## config.mk

```make
export PLATFORM = sky130hd
export DESIGN_NAME = timer_digit_loader
export DESIGN_NICKNAME = d
export VERILOG_FILES = /design/src/rtl/timer_pkg.sv /design/src/rtl/bcd_shift_buffer.sv /design/src/rtl/timer_digit_loader.sv
export SDC_FILE = /design/constraint.sdc
export NUM_CORES = 1
export LEC_CHECK = 0
export ABC_AREA = 0
export ABC_CLOCK_PERIOD_IN_PS = 1300
export CORE_MARGIN = 10
export CORE_UTILIZATION = 35
export CTS_CLUSTER_DIAMETER = 80
export DETAILED_ROUTE_END_ITERATION = 10
export GPL_TIMING_DRIVEN = 0
export PLACE_DENSITY = 0.77
export SLEW_MARGIN = 20
export SYNTH_ARGS = -nofsm -noshare
export SYNTH_HDL_FRONTEND = slang
export SYNTH_SLANG_ARGS = --single-unit
```

## constraint.sdc

```tcl
create_clock -name clk -period 1.3 [get_ports clk]
set_input_delay 0.26 -clock clk [delete_from_list [all_inputs] [get_ports clk]]
set_output_delay 0.26 -clock clk [all_outputs]
set_load 0.005 [all_outputs]
```

## src/rtl/timer_pkg.sv

```systemverilog
// Shared types and constants for the microwave timer keypad-entry stage.
// State encodings are fixed so other blocks and benches can decode them.
package timer_pkg;

  localparam int BCD_W = 4;

  typedef logic [BCD_W-1:0] bcd_t;

  typedef struct packed {
    bcd_t mins;
    bcd_t tens;
    bcd_t ones;
  } bcd_time_t;

  localparam bcd_t DIGIT_MAX_DEF = 4'd9;
  localparam bcd_t MAX_TENS_DEF  = 4'd5;

  localparam logic [1:0] ST_IDLE  = 2'b00;
  localparam logic [1:0] ST_ENTRY = 2'b01;
  localparam logic [1:0] ST_LOAD  = 2'b10;
  localparam logic [1:0] ST_RUN   = 2'b11;

  function automatic logic is_zero_time(input bcd_time_t t);
    return (t == '0);
  endfunction

endpackage

```

## src/rtl/bcd_shift_buffer.sv

```systemverilog
// Three-digit BCD entry buffer: new digits enter at the ones position and
// push older digits toward minutes; the oldest minutes digit falls off.
module bcd_shift_buffer
  import timer_pkg::*;
(
  input  logic      clk,
  input  logic      clearn,
  input  logic      clr,
  input  logic      shift,
  input  bcd_t      din,
  output bcd_time_t q
);

  // Clear wins over shift so a cancel can never leave a stray digit behind.
  always_ff @(posedge clk or negedge clearn) begin
    if (!clearn) begin
      q <= '0;
    end else if (clr) begin
      q <= '0;
    end else if (shift) begin
      q.mins <= q.tens;
      q.tens <= q.ones;
      q.ones <= din;
    end
  end

endmodule

```

## src/rtl/timer_digit_loader.sv

```systemverilog
// Keypad entry, validation and load/enable sequencing for the BCD
// down-counter cascade of the microwave timer.
module timer_digit_loader
  import timer_pkg::*;
#(
  parameter bcd_t MAX_TENS  = MAX_TENS_DEF,
  parameter bcd_t DIGIT_MAX = DIGIT_MAX_DEF
)
(
  input  logic       clk,
  input  logic       clearn,
  input  logic       key_valid,
  input  logic [3:0] key_data,
  input  logic       start,
  input  logic       cancel,
  input  logic       door_closed,
  input  logic       timer_zero,
  output logic       loadn,
  output logic [3:0] data_mins,
  output logic [3:0] data_tens,
  output logic [3:0] data_ones,
  output logic       en,
  output logic       entry_err,
  output logic       done
);

  logic [1:0] state;
  logic [1:0] state_nxt;
  logic       buf_clr;
  logic       buf_shift;
  logic       loadn_nxt;
  logic       en_nxt;
  logic       err_nxt;
  logic       done_nxt;
  logic       key_ok;
  logic       key_bad;
  bcd_time_t  buf_q;

  assign key_ok  = key_valid && (key_data <= DIGIT_MAX);
  assign key_bad = key_valid && (key_data >  DIGIT_MAX);

  bcd_shift_buffer u_buf (
    .clk    (clk),
    .clearn (clearn),
    .clr    (buf_clr),
    .shift  (buf_shift),
    .din    (key_data),
    .q      (buf_q)
  );

  assign data_mins = buf_q.mins;
  assign data_tens = buf_q.tens;
  assign data_ones = buf_q.ones;

  // Priority is cancel > start > key; a start that is accepted or rejected
  // swallows any key arriving alongside it.
  always_comb begin
    state_nxt = state;
    buf_clr   = 1'b0;
    buf_shift = 1'b0;
    loadn_nxt = 1'b1;
    en_nxt    = 1'b0;
    err_nxt   = 1'b0;
    done_nxt  = 1'b0;
    case (state)
      ST_IDLE: begin
        if (key_ok) begin
          buf_shift = 1'b1;
          state_nxt = ST_ENTRY;
        end else if (key_bad) begin
          err_nxt = 1'b1;
        end
      end
      ST_ENTRY: begin
        if (cancel) begin
          buf_clr   = 1'b1;
          state_nxt = ST_IDLE;
        end else if (start && is_zero_time(buf_q)) begin
          err_nxt = 1'b1;
        end else if (start && (buf_q.tens > MAX_TENS)) begin
          err_nxt = 1'b1;
        end else if (start && door_closed) begin
          loadn_nxt = 1'b0;
          state_nxt = ST_LOAD;
        end else if (key_ok) begin
          buf_shift = 1'b1;
        end else if (key_bad) begin
          err_nxt = 1'b1;
        end
      end
      ST_LOAD: begin
        state_nxt = ST_RUN;
      end
      ST_RUN: begin
        if (cancel) begin
          buf_clr   = 1'b1;
          state_nxt = ST_IDLE;
        end else if (timer_zero && en) begin
          done_nxt  = 1'b1;
          buf_clr   = 1'b1;
          state_nxt = ST_IDLE;
        end else begin
          en_nxt = door_closed;
        end
      end
      default: begin
        buf_clr   = 1'b1;
        state_nxt = ST_IDLE;
      end
    endcase
  end

  always_ff @(posedge clk or negedge clearn) begin
    if (!clearn) begin
      state     <= ST_IDLE;
      loadn     <= 1'b1;
      en        <= 1'b0;
      entry_err <= 1'b0;
      done      <= 1'b0;
    end else begin
      state     <= state_nxt;
      loadn     <= loadn_nxt;
      en        <= en_nxt;
      entry_err <= err_nxt;
      done      <= done_nxt;
    end
  end

endmodule
```

==> impl_metrics.env, run 1 <==
export IMPL_setup_worst_path_class="flip-flop to flip-flop"
export IMPL_fp_dieH_um=68.6
export IMPL_synth_ff_type="dfrtp_1"
export IMPL_cp_max_fo=10
export IMPL_cts_sinks=18
export IMPL_grt_pass1_wl_um=3950
export IMPL_syn_avg_cell_area_um2=11.6
export IMPL_endpoint_kind="flip-flop"
export IMPL_clock_latency_ns=0.30
export IMPL_ioPinCount=27
export IMPL_rsz0062_at_grt="yes"
export IMPL_coreArea_mm2=0.00223
export IMPL_cts_made_buffers=3
export IMPL_dpl_worst_slack_ns=-0.740
export IMPL_antenna_found_initial=0
export IMPL_clkSlewWorstSetupHoldPaths_ns=0.09
export IMPL_die_area_mm2=0.00470
export IMPL_powerDensity_mw_per_mm2=2290
export IMPL_grt_use_met1=0.128
export IMPL_drive_gt1_frac=0.448
export IMPL_drc=0
export IMPL_period_needed_ns=1.63
export IMPL_antenna_cells=0
export IMPL_final_util=0.607
export IMPL_dp_cells=125
export IMPL_grt_pass1_vias=835
export IMPL_grt_ovfl_total=0
export IMPL_viasPerCell=5.17
export IMPL_finalSetupViolations=18
export IMPL_initial_core_util=0.370
export IMPL_drt_iter0_drc=51
export IMPL_synth_largest_area_cell="dfrtp_1"
export IMPL_ys_ff_latch=18
export IMPL_via_count=791
export IMPL_drv_cap=0
export IMPL_root_buffer="clkbuf_4"
export IMPL_clock_skew_ns=0.0126
export IMPL_route_antenna_remaining_nets=0
export IMPL_dpl_hpwl_um=1550
export IMPL_hold_viol_final=0
export IMPL_hold_class="input port to flip-flop"
export IMPL_cts_buffer_depth=2
export IMPL_relSlewSlack=0.459
export IMPL_tritoncts="built"
export IMPL_drv_slew=0
export IMPL_synthCells=71
export IMPL_cp_data_arrival_time_ns=1.82
export IMPL_global_route_usage_met3=0.0515
export IMPL_postLayoutSetupSlackWorst_ns=-0.331
export IMPL_port_buffers=26
export IMPL_grt_busiest_layer="met2"
export IMPL_yosysWarnings=0
export IMPL_detail_route_wl_per_cell_um=16.8
export IMPL_yosysTopAreaCellShare=0.515
export IMPL_synth_most_common_cell="dfrtp_1"
export IMPL_dieWidth_um=68.6
export IMPL_fin_nets=137
export IMPL_grt_max_degree=19
export IMPL_yosysSeqAreaShare=0.547
export IMPL_netlist_top_cells_area="dfrtp_1 52%, a22o_1 11%, dfstp_2 3.2%"
export IMPL_max_freq_mhz=613
export IMPL_finalCritPeriodShare=1.25
export IMPL_syn_num_nets=82
export IMPL_status="complete, but fails checks"
export IMPL_drt_wl_total_um=2570
export IMPL_cp_required_ns=1.49
export IMPL_grt_usage=0.110
export IMPL_violations="setup timing"
export IMPL_ctsHtreeMaxLevel=1
export IMPL_place_congestion=0.791
export IMPL_synth_edf_count=0
export IMPL_synth_common_cells="17 x dfrtp_1, 10 x a22o_1, 6 x nand2_1, 5 x nor2_1, 4 x a21oi_1"
export IMPL_worst_pin_slew_ns=0.809
export IMPL_use_met2=0.174
export IMPL_syn_to_final_growth_pct=64.1
export IMPL_num_rows=17
export IMPL_netlist_area_um2=826
export IMPL_power_leakage_nw=0.698
export IMPL_synthDistinctLibCells=29
export IMPL_crit_path_start_kind="flip-flop"
export IMPL_firstDrtPassIters=4
export IMPL_ys_async_sr_fraction=1.00
export IMPL_fin_cells=153
export IMPL_peakVddDrop_v=0.00141
[critical path, stage by stage, from the launching register on]
cell and delay (ns):
dfrtp_1 0.41, nor4_2 0.29, nand4_1 0.19, o21ai_2 0.17, o31ai_4 0.11, buf_6 0.15
a22o_1 0.20
[state kept, by name, summed over array words and instances, names as in the netlist, named ones only]
name       count
u_buf.q       12
state          1
done           1
entry_err      1
loadn          1
en             1
[per-layer routing]
metal / wire (um) / share of wire / up-vias
li1: - / - / 378
met1: 1070 / 0.42 / 378
met2: 1170 / 0.45 / 29
met3: 276 / 0.11 / 6
met4: 55 / 0.021 / 0
met5: 0 / 0 / -
[where the power goes]
group	leakage [nW]	total (W)	internal, W	switching (W)
sequential	0.233	0.00103	0.000793	0.000240
combinational	0.450	0.00178	0.00106	0.000714
clock	0.0150	0.000297	0.000119	0.000178
[per-stage QoR]
stage	TNS (ns)	instance area (um^2)	total power [W]	hold WS, ns
2_1_floorplan	-1.68	826	0.00162	-0.0356
3_3_place_gp	-9.74	1120	0.00220	0.519
3_5_place_dp	-10.30	1120	0.00223	0.528
4_1_cts	-3.93	1310	0.00287	0.412
5_1_grt	-6.51	1360	0.00333	0.415
6_report	-4.75	1360	0.00311	0.385
[what timing repair did]
action / 4_1_cts / 5_1_grt
cloned: 0 / 1
pin swaps: 4 / 3
hold buffers: 0 / 0
resized for setup: 39 / 19
endpoints found under the setup margin: 32 / 26
buffers inserted: 17 / 7
[final timing paths]
| path | startpoint | cells past startpoint | endpoint | slack (ns) |
|---|---|---|---|---|
| min reg2reg | flip-flop | 1 | entry_err$_DFF_PN0_ | 0.52 |
| min in group asynchronous | clearn | 1 | en$_DFF_PN0_ | 0.42 |
| min | cancel | 4 | done$_DFF_PN0_ | 0.39 |
| max reg2reg | u_buf.q[10]$_DFFE_PN0P_ | 6 | u_buf.q[7]$_DFFE_PN0P_ | -0.33 |
| max | u_buf.q[10]$_DFFE_PN0P_ | 6 | u_buf.q[7]$_DFFE_PN0P_ | -0.33 |
| max in group asynchronous | clearn | 1 | u_buf.q[2]$_DFFE_PN0P_ | 0.32 |
[cells by family after synthesis]
group	share of synthesized area
compound gates	0.248
simple gates	0.164
flops	0.547
buf+inv	0.0409
[cell type report]
type	instances	area (um^2)
Clock buffer	4	26.3
Inverter	3	11.3
Tap cell	28	35.0
Multi-Input combinational cell	48	390
Timing Repair Buffer	50	414
Fill cell	202	878
Sequential cell	18	455
Buffer	2	22.5
[placed cells by master (no fill, tap or decap), drive strengths merged]
master,netlist,final
o21a,1,1
o21ai,4,4
a22o,12,12
a21boi,1,1
nand4,2,2
a21oi,4,4
nand3b,1,1
and4,1,1
dlymetal6s2s,0,1
or4,1,1
clkdlybuf4s50,0,6
o31ai,1,1
a31oi,1,1
dfrtp,17,17
dlygate4sd2,0,11
buf,2,28
nand2b,2,2
nand2,6,6
inv,3,3
nor3,1,1
and3,1,1
nor4b,1,1
dfstp,1,1
nor4,1,1
clkbuf,0,10
a211oi,1,1
a31o,1,1
nor2,5,5
Power figures use the tool's default switching activity.
==> inputs of run 2 (changes only) <==
--- a/config.mk
+++ b/config.mk
@@ -12,7 +12,7 @@
 export CTS_CLUSTER_DIAMETER = 80
 export DETAILED_ROUTE_END_ITERATION = 10
 export GPL_TIMING_DRIVEN = 0
-export PLACE_DENSITY = 0.77
+export PLACE_DENSITY_LB_ADDON = 0.1
 export SLEW_MARGIN = 20
 export SYNTH_ARGS = -nofsm -noshare
 export SYNTH_HDL_FRONTEND = slang
==> run 2 against run 1 <==
The flow still finishes with violations (setup timing). Largest cell class is now buffers. Flip-flop and latch count stayed put. Non-clock buffer count is 1 higher. Clock skew is 0.0081 ns lower. Combinational power is 4% higher. Clock power is 18% higher. Sequential power hardly changed. Worst setup slack better by 0.012 ns. Wire length is 6.7% lower.
==> impl_metrics.env, run 2 (same netlist as run 1, synthesis figures left out) <==
export IMPL_cts_buffer_depth=2
export IMPL_drv_cap=0
export IMPL_layout_common_cells="17 x buf_4, 13 x dfrtp_1, 12 x buf_6, 10 x a22o_1, 10 x dlygate4sd2_1"
export IMPL_viasPerCell=5.10
export IMPL_detail_route_wl_per_cell_um=15.5
export IMPL_status="complete, but fails checks"
export IMPL_r2r_end="u_buf.q[7]$_DFFE_PN0P_"
export IMPL_antenna_cells=0
export IMPL_setup_worst_path_class="flip-flop to flip-flop"
export IMPL_post_dp_cell_area_mm2=0.00112
export IMPL_num_rows=17
export IMPL_ioPinCount=27
export IMPL_critPathTopFamily="compound AO/OA/AOI/OAI gates"
export IMPL_dpl_hpwl_um=1530
export IMPL_crit_slowest_cell="dfrtp_2"
export IMPL_via_count=785
export IMPL_hold_viol_final=0
export IMPL_route_antenna_remaining_nets=0
export IMPL_initial_core_util=0.370
export IMPL_worst_hold_slack_ns=0.364
export IMPL_r2r_cells=6
export IMPL_hold_depth=2
export IMPL_coreArea_mm2=0.00223
export IMPL_powerDensity_mw_per_mm2=2310
export IMPL_path_cells="nor4b_2 > nand4_1 > o21ai_2 > o31ai_4 > buf_6 > a22o_1"
export IMPL_fin_nets=138
export IMPL_crit_path_start_kind="flip-flop"
export IMPL_grt_pass1_vias=743
export IMPL_port_buffers=26
export IMPL_syn_to_final_growth_pct=70.9
export IMPL_cp_num_buf_inv=1
export IMPL_finalPower_w=0.00326
export IMPL_root_buffer="clkbuf_4"
export IMPL_cp_max_fo=10
export IMPL_tritoncts="built"
export IMPL_regMostFlops="u_buf.q"
export IMPL_relSlewSlack=0.462
export IMPL_cpPeakStageDelay_ns=0.45
export IMPL_max_freq_mhz=618
export IMPL_cp_required_ns=1.49
export IMPL_reg2reg_from="u_buf.q[7]$_DFFE_PN0P_"
export IMPL_power_leakage_nw=0.720
export IMPL_clock_skew_ns=0.00447
export IMPL_grt_pass1_wl_um=3600
export IMPL_place_congestion=0.771
export IMPL_dieWidth_um=68.6
export IMPL_largest_register_ffs=12
export IMPL_hold_class="input port to flip-flop"
export IMPL_multi_input_area_um2=404
export IMPL_drt_iter0_drc=33
export IMPL_postLayoutSetupSlackWorst_ns=-0.318
export IMPL_holdCritStartpoint="key_data[1]"
export IMPL_drc=0
export IMPL_finalSetupViolations=19
export IMPL_drv_slew=0
export IMPL_mostFrequentLayoutCell="buf_4"
export IMPL_cts_sinks=18
export IMPL_ctsHtreeMaxLevel=1
export IMPL_period_needed_ns=1.62
export IMPL_cts_made_buffers=3
export IMPL_worst_pin_slew_ns=0.805
export IMPL_grt_max_degree=19
export IMPL_drive_gt1_frac=0.484
export IMPL_fin_cells=154
export IMPL_reg2reg_slack_ns=-0.32
export IMPL_rsz0062_at_grt="yes"
export IMPL_dp_cells=125
export IMPL_grt_usage=0.0997
export IMPL_violations="setup timing"
export IMPL_die_area_mm2=0.00470
export IMPL_fp_dieH_um=68.6
export IMPL_endpoint_kind="flip-flop"
export IMPL_fill_cells=184
export IMPL_cp_data_arrival_time_ns=1.80
export IMPL_firstDrtPassIters=4
export IMPL_min_to="u_buf.q[1]$_DFFE_PN0P_"
export IMPL_finalCritPeriodShare=1.24
export IMPL_peakVddDrop_v=0.00129
export IMPL_clkSlewWorstSetupHoldPaths_ns=0.10
export IMPL_antenna_found_initial=0
export IMPL_dpl_worst_slack_ns=-0.733
export IMPL_stdcell_area_mm2=0.00141
export IMPL_clock_latency_ns=0.29
export IMPL_grt_ovfl_total=0
export IMPL_regArea_um2=457
export IMPL_drt_wl_total_um=2390
[run 2: changes by cell type in the layout (fill, tap and decap cells not counted), moves of 2 or more]
cell	change
buf_6	+4
buf_4	-2
clkbuf_2	-2
clkdlybuf4s15_1	+2
[run 2: area by class of cell]
class	instances	share of cell area
clock buffer	4	0.0257
tap	28	0.0248
buffer	2	0.0160
sequential	18	0.324
timing repair buffer	51	0.316
inverter	3	0.00798
multi-input combinational	48	0.286
[run 2: worst max path at each step]
| stage | start | endpoint | slack, ns | cells after the start |
|---|---|---|---|---|
| after floorplan | u_buf.q[7]$_DFFE_PN0P_ | u_buf.q[0]$_DFFE_PN0P_ | -0.15 | 6 |
| after global placement | key_data[2] | u_buf.q[8]$_DFFE_PN0P_ | -0.71 | 7 |
| after detailed placement | key_data[1] | u_buf.q[10]$_DFFE_PN0P_ | -0.73 | 7 |
| after CTS | u_buf.q[3]$_DFFE_PN0P_ | u_buf.q[7]$_DFFE_PN0P_ | -0.29 | 6 |
| after global routing | u_buf.q[7]$_DFFE_PN0P_ | u_buf.q[7]$_DFFE_PN0P_ | -0.44 | 6 |
| final | u_buf.q[7]$_DFFE_PN0P_ | u_buf.q[7]$_DFFE_PN0P_ | -0.32 | 6 |
[run 2: metal layers]
metal,wire (um),part of all wire,up-vias,track usage
met3,135,0.056,2,0.0467
met1,1100,0.46,378,0.118
met5,0,0,-,0
met4,17,0.0071,0,0.0276
met2,1140,0.48,23,0.159
li1,-,-,382,-
[run 2: metrics by stage]
step	util	TNS [ns]
5_1_grt	0.632	-6.41
2_1_floorplan	-	-1.68
4_1_cts	0.578	-4.47
3_5_place_dp	0.502	-10.29
6_report	0.632	-4.38
3_3_place_gp	0.502	-10.23
[run 2: timing repair]
action,4_1_cts,5_1_grt
gates resized for setup,36,28
setup endpoints to repair,32,24
pin swaps,6,6
cloned,0,1
hold buffers,0,0
buffers inserted,15,10
[run 2: where the power goes]
group          total, W  internal [W]  switching [W]  leakage (nW)
registers       0.00105      0.000796       0.000250         0.232
clock network  0.000349      0.000171       0.000178        0.0210
logic           0.00186       0.00115       0.000709         0.467
